**src/rtl/instruction_fetch_unit.sv**
```systemverilog
// Instruction fetch: PC register, one-word instruction buffer and a FETCH/HOLD/SQUASH
// request FSM that keeps memory requests stable until imem_ready and discards redirected data.
module instruction_fetch_unit #(
    parameter logic [31:0] RESET_PC = 32'h00000000
) (
    input  logic        clk,
    input  logic        reset,
    input  logic        PCWrite,
    input  logic        Branch_Taken,
    input  logic [15:0] Branch_Offset,
    input  logic [31:0] ID_PCplus4,
    input  logic        Jump,
    input  logic [25:0] Jump_Address,
    output logic        imem_req,
    output logic [31:0] imem_addr,
    input  logic        imem_ready,
    input  logic [31:0] imem_rdata,
    output logic [31:0] instruction,
    output logic [31:0] PCplus4,
    output logic        Fetch_Valid,
    output logic        IF_Flush
);

    typedef enum logic [1:0] {
        FETCH  = 2'd0,
        HOLD   = 2'd1,
        SQUASH = 2'd2
    } state_t;

    state_t      state_q, state_d;
    logic [31:0] pc_q, pc_d;
    logic [31:0] instr_q, instr_d;
    logic [31:0] squash_addr_q, squash_addr_d;

    logic        redirect;
    logic [31:0] target;
    logic [31:0] pc_plus4;
    logic        req;
    logic [31:0] addr;

    assign redirect = Jump | Branch_Taken;
    assign pc_plus4 = pc_q + 32'd4;
    // Jump wins when both are asserted.
    assign target   = Jump ? {ID_PCplus4[31:28], Jump_Address, 2'b00}
                           : ID_PCplus4 + {{14{Branch_Offset[15]}}, Branch_Offset, 2'b00};

    always_comb begin
        state_d       = state_q;
        pc_d          = pc_q;
        instr_d       = instr_q;
        squash_addr_d = squash_addr_q;
        req           = 1'b0;
        addr          = pc_q;
        case (state_q)
            FETCH: begin
                req = 1'b1;
                if (redirect) begin
                    pc_d = target;
                    // An outstanding request must still complete at its original address.
                    if (!imem_ready) begin
                        squash_addr_d = pc_q;
                        state_d       = SQUASH;
                    end
                end else if (imem_ready) begin
                    instr_d = imem_rdata;
                    state_d = HOLD;
                end
            end
            HOLD: begin
                if (redirect) begin
                    pc_d    = target;
                    state_d = FETCH;
                end else if (PCWrite) begin
                    req  = 1'b1;
                    addr = pc_plus4;
                    pc_d = pc_plus4;
                    if (imem_ready) begin
                        instr_d = imem_rdata;
                    end else begin
                        state_d = FETCH;
                    end
                end
            end
            SQUASH: begin
                req  = 1'b1;
                addr = squash_addr_q;
                if (redirect) begin
                    pc_d = target;
                end
                if (imem_ready) begin
                    state_d = FETCH;
                end
            end
            default: begin
                state_d = FETCH;
            end
        endcase
    end

    always_ff @(posedge clk) begin
        if (reset) begin
            state_q       <= FETCH;
            pc_q          <= RESET_PC;
            instr_q       <= 32'h00000000;
            squash_addr_q <= 32'h00000000;
        end else begin
            state_q       <= state_d;
            pc_q          <= pc_d;
            instr_q       <= instr_d;
            squash_addr_q <= squash_addr_d;
        end
    end

    assign imem_req    = req & ~reset;
    assign imem_addr   = addr;
    assign Fetch_Valid = (state_q == HOLD) & ~reset;
    assign instruction = Fetch_Valid ? instr_q : 32'h00000000;
    assign PCplus4     = reset ? (RESET_PC + 32'd4) : pc_plus4;
    assign IF_Flush    = redirect;

endmodule

```
**config.mk**
```make
export PLATFORM = sky130hd
export DESIGN_NAME = instruction_fetch_unit
export DESIGN_NICKNAME = d
export VERILOG_FILES = /design/src/rtl/instruction_fetch_unit.sv
export SDC_FILE = /design/constraint.sdc
export NUM_CORES = 1
export LEC_CHECK = 0
export ABC_CLOCK_PERIOD_IN_PS = 2500
export CORE_UTILIZATION = 45
export CTS_BUF_LIST = sky130_fd_sc_hd__clkbuf_16
export CTS_CLUSTER_SIZE = 10
export DETAILED_ROUTE_END_ITERATION = 6
export PLACE_DENSITY_LB_ADDON = 0.12
export SYNTH_ARGS = -nofsm -noshare
export SYNTH_HDL_FRONTEND = slang
export SYNTH_SLANG_ARGS = --single-unit
```
**constraint.sdc**
```tcl
create_clock -name clk -period 2.5 [get_ports clk]
set_input_delay 0.25 -clock clk [delete_from_list [all_inputs] [get_ports clk]]
set_output_delay 0.25 -clock clk [all_outputs]
set_load 0.03 [all_outputs]
```
Word-level counts from Yosys, hierarchy flattened
Index checks and enable logic that the tools add are counted.
{ "word_totals": {"input_bits": 112, "output_inout_bits": 99, "regBits": 98} }
{ "op_classes": {"n_eq_ne": 11, "n_bitwise": 5, "add_sub_neg": 2, "muxes": 25, "reduce_logical": 8} }
{ "op_table": {"columns": ["operator", "count"], "rows": [
  ["$mux W32", 11],
  ["$pmux W32 S2", 3],
  ["$add A32 B3 Y32 const B", 1],
  ["$add A32 B32 Y32", 1],
  ["$mux W2", 7],
  ["$ne A3 B3 Y1 const B", 4],
  ["$ne A2 B2 Y1 const B", 4],
  ["$pmux W2 S3", 1],
  ["$reduce_and A5 Y1", 1],
  ["$reduce_and A4 Y1", 1],
  ["$reduce_bool A2 Y1", 2],
  ["$reduce_and A3 Y1", 1],
  ["$and A1 B1 Y1", 2],
  ["$eq A2 B1 Y1 const B", 1],
  ["$eq A2 B2 Y1 const B", 1],
  ["$logic_not A2 Y1", 1],
  ["$mux W1", 2],
  ["$ne A2 B1 Y1 const B", 1],
  ["$not A1 Y1", 2],
  ["$pmux W1 S2", 1],
  ["$reduce_and A2 Y1", 1],
  ["$reduce_or A2 Y1", 1],
  ["$or A1 B1 Y1", 1]
]} }

Depth between registers and ports, before layout
{ "logic_depth": {"ltp_word": 4, "mapped_depth": 11} }

Least setup slack after synthesis
Ideal clock, no wire load.
{ "synth_path": {"path_type": "register to output", "from": "reg pc_q[3]", "to": "out imem_addr[30]", "n_path_buf": 0, "arrival_time_ns": 2.538, "stages_incl_launch_ff": 7, "t_required_ns": 2.250, "setup_slack_ns": -0.288, "cell_sequence": "dfxtp_1 -> ha_1 -> nand2_1 -> nor2_4 -> and4_2 -> nand4_1 -> o311ai_0"} }
{ "synth_via": {"elab_chain_cells": 4} }
{ "synth_rtl": {"columns": ["item", "line_no", "source"], "rows": [
  ["start: declaration", "31", "logic [31:0] pc_q, pc_d;"],
  ["start signal: assignment", "108", "pc_q <= pc_d;"],
  ["$add A32 B3 Y32", "42", "assign pc_plus4 = pc_q + 32'd4;"],
  ["$mux W32", null, null],
  ["$mux W32", "70", "if (redirect) begin"],
  ["$pmux W32 S2", "54", "case (state_q)"],
  ["end: declaration", "15", "output logic [31:0] imem_addr,"]
]} }
Every way passes these cells.

Final worst setup path
{ "layout_path": {"from": "reg pc_q[10]", "to": "out PCplus4[31]"} }
{ "layout_via": {"elab_chain_cells": 2} }
{ "layout_rtl": {"columns": ["item", "line_no", "source"], "rows": [
  ["$add A32 B3 Y32", "42", null],
  ["$mux W32", "118", "assign PCplus4 = reset ? (RESET_PC + 32'd4) : pc_plus4;"],
  ["end: declaration", "19", "output logic [31:0] PCplus4,"]
]} }
Every way passes these cells.

==> run metrics <==
Final Hold Vio Count 0; final setup violation count 17; nets 1622; mapped cell area between 7000 and 8000 um^2; share of cells above drive strength 1 28.72%; Clock Sink Count between 90 and 100; # IOs 211; Slew @ Worst Pin 0.5230 ns; Final min period 2.640 ns; Area Growth Syn to Fin 57.27%; Register Area 1983 um^2; number of flops mapped to enable cells by yosys 0; initial antenna violation count 0; CP bufs+invs 1; n_diodes 0; Die X-Extent 134.2 um; DPL Wire Length 20.71 mm; DR vias a little under 10000; slowest library cell on the worst path nor4_4; Yosys reg bits 98; YS warnings 0; area of the multi-input gates 5946 um^2; crit path capture type primary output; asr flop ratio synth 0%; register area share after synthesis between 20 and 25%; Required @ worst endpoint 2.25 ns; Post-Syn Nets 1286; final setup TNS -0.9689 ns; insertion delay to the later sink of the worst-skew pair 0.35 ns; hold crit path type in2reg; FP Rows 47; RSZ-0062 raised after global routing yes; violated checks setup timing; routability cong. about 0.92; Max rail drop VDD ~0.36 mV; fin. max-slew vios 0; htree depth 3; Fmax achieved 378.8 MHz; vias per inst about 5.7; Clock Path Buffers 2; gr usage total slightly below 30%; GRT overflow 0; CTS clk-pin slew, worst paths around 0.080 ns; Detail Route Antenna Nets 0; Synth Flop Type dfxtp_1; WL/cell 16.85 um; CP Launch Type register; fin cells 1700; delay-heaviest family, CP simple AND/OR/NAND/NOR gates; clk root buf clkbuf_16; Post-Route WL 28.64 mm; CP arrival 2.39 ns; Remaining DRCs 0; 1st-iter DRT viols 895; vias in the first global route 8636; post-route clock period utilization 105.6%; Syn Inst Count between 1000 and 1500; CTS tree done; final worst clock skew 0.009769 ns; Critical Path Fanout Max 4; Filler cells about 1300; DR pass1 iterations 6; final core occ 73.57%; I/O Buffers 210; Placeable Area 16820 um^2; status finished with violations; syn_area_per_cell roughly 7 um^2; worst reg-to-reg setup slack about 0.16 ns; crit path kind reg2out; Hold-fix buffers, CTS 0; maxcap violations 0; # placed instances between 1500 and 2000; synth unique cells 79; Initial Util 46.78%; total CTS buffers 9; pwr dens 504.8 nW/um^2; first-pass GRT wire length 43.42 mm; largest net degree at the start of global routing 52; CP peak stage delay 0.41 ns; final worst setup slack -0.1399 ns; die height 134.2 um; Max-slew headroom 65.09%; critical path cell sequence nand2_2 > nor4_4 > and4_4 > nand3_4 > or3_1 > a21oi_2 > buf_12; Die ar. 18020 um^2; Leakage 0.005207 uW
-- cells by family after synthesis --
kind of cell               Yosys count  synth area share (%)
and+or+nand+nor                    493                 29.06
muxes                                2                0.2704
DFF                                 98                 24.94
xor gates and xnor gates            61                 6.886
adders and majority gates           35                 5.662
buffers and inverters              113                 6.441
AOI/OAI and AO/OA                  337                 26.75
-- through the flow --
stage | instance area [um^2] | worst slack [ns] | total power, uW | hold WS (ns)
after floorplan | 7874 | 0.01356 | 3388 | 0.3860
after global placement | 11160 | -0.5086 | 4604 | 0.4376
after detailed placement | 11160 | -0.5663 | 4634 | 0.4424
after CTS | 11840 | -0.08552 | 6076 | 0.3018
after global routing | 12370 | -0.2146 | 6523 | 0.3309
final | 12370 | -0.1399 | 6246 | 0.3011
-- final timing paths --
check                          startpoint                            end  cells after the start
setup / recovery    pc_q[10]$_SDFFE_PP0P_                    PCplus4[31]                      7
hold / removal                      reset  squash_addr_q[0]$_SDFFE_PP0P_                      2
setup reg to reg  state_q[0]$_SDFFE_PP0P_           pc_q[8]$_SDFFE_PP0P_                      9
hold reg to reg   instr_q[4]$_SDFFE_PP0P_        instr_q[4]$_SDFFE_PP0P_                      2
-- final cells by class --
cell class	count	share of cell area, %
multi-input combinational	928	48.05
tap	220	2.225
inverter	20	0.6067
sequential	98	16.03
timing repair buffer	418	30.80
clock inverter	7	0.4652
clock buffer	9	1.820
-- state kept, by name, summed over array words and instances (netlist names) --
| name | cells |
|---|---|
| instr_q | 32 |
| squash_addr_q | 32 |
| pc_q | 32 |
| state_q | 2 |
-- layout by cell type, fill, tap and decap left out, types with 20 or more instances in the layout --
cell,instances
nor2_1,76
nand3_1,26
xor2_1,27
buf_4,259
o21ai_0,55
nand2_1,229
buf_12,21
inv_1,20
dfxtp_1,89
dlymetal6s2s_1,22
clkdlybuf4s50_1,98
and2_1,41
xnor2_1,27
a21oi_1,126
-- synthesized netlist by cell type (13+ instances only) --
| library cell | number | area share [%] |
|---|---|---|
| nand3_1 | 32 | 2.0 |
| buf_2 | 18 | 1.1 |
| ha_1 | 34 | 5.4 |
| dfxtp_1 | 98 | 25 |
| nand2_1 | 234 | 11 |
| and3_1 | 13 | 1.0 |
| xnor2_1 | 29 | 3.2 |
| nand4_1 | 15 | 1.2 |
| and2_1 | 41 | 3.3 |
| a22o_1 | 14 | 1.6 |
| o21ai_0 | 75 | 4.8 |
| nor2_1 | 87 | 4.2 |
| clkbuf_1 | 61 | 2.9 |
| a21oi_1 | 135 | 8.6 |
| a211oi_1 | 13 | 1.2 |
| inv_1 | 20 | 0.95 |
| xor2_1 | 31 | 3.5 |
| nor3_1 | 22 | 1.4 |
-- report_power, final --
part	internal (uW)	switching, uW	leakage [uW]
clock	695	684	0.000142
combinational	1390	1630	0.00426
sequential	1710	140	0.000805
-- what timing repair did --
item,4_1_cts,5_1_grt
pin swaps,36,54
gates resized for setup,72,99
setup buffers,22,18
setup endpoints to repair,46,52
-- metal layers --
layer | share of wire [%] | routed length, um | track usage, %
met5 | 0 | 0 | 0
met2 | 47 | 13400 | 48.33
met4 | 2.8 | 805 | 9.800
met1 | 42 | 11960 | 40.33
met3 | 8.7 | 2479 | 4.460
Power figures use the tool's default switching activity.
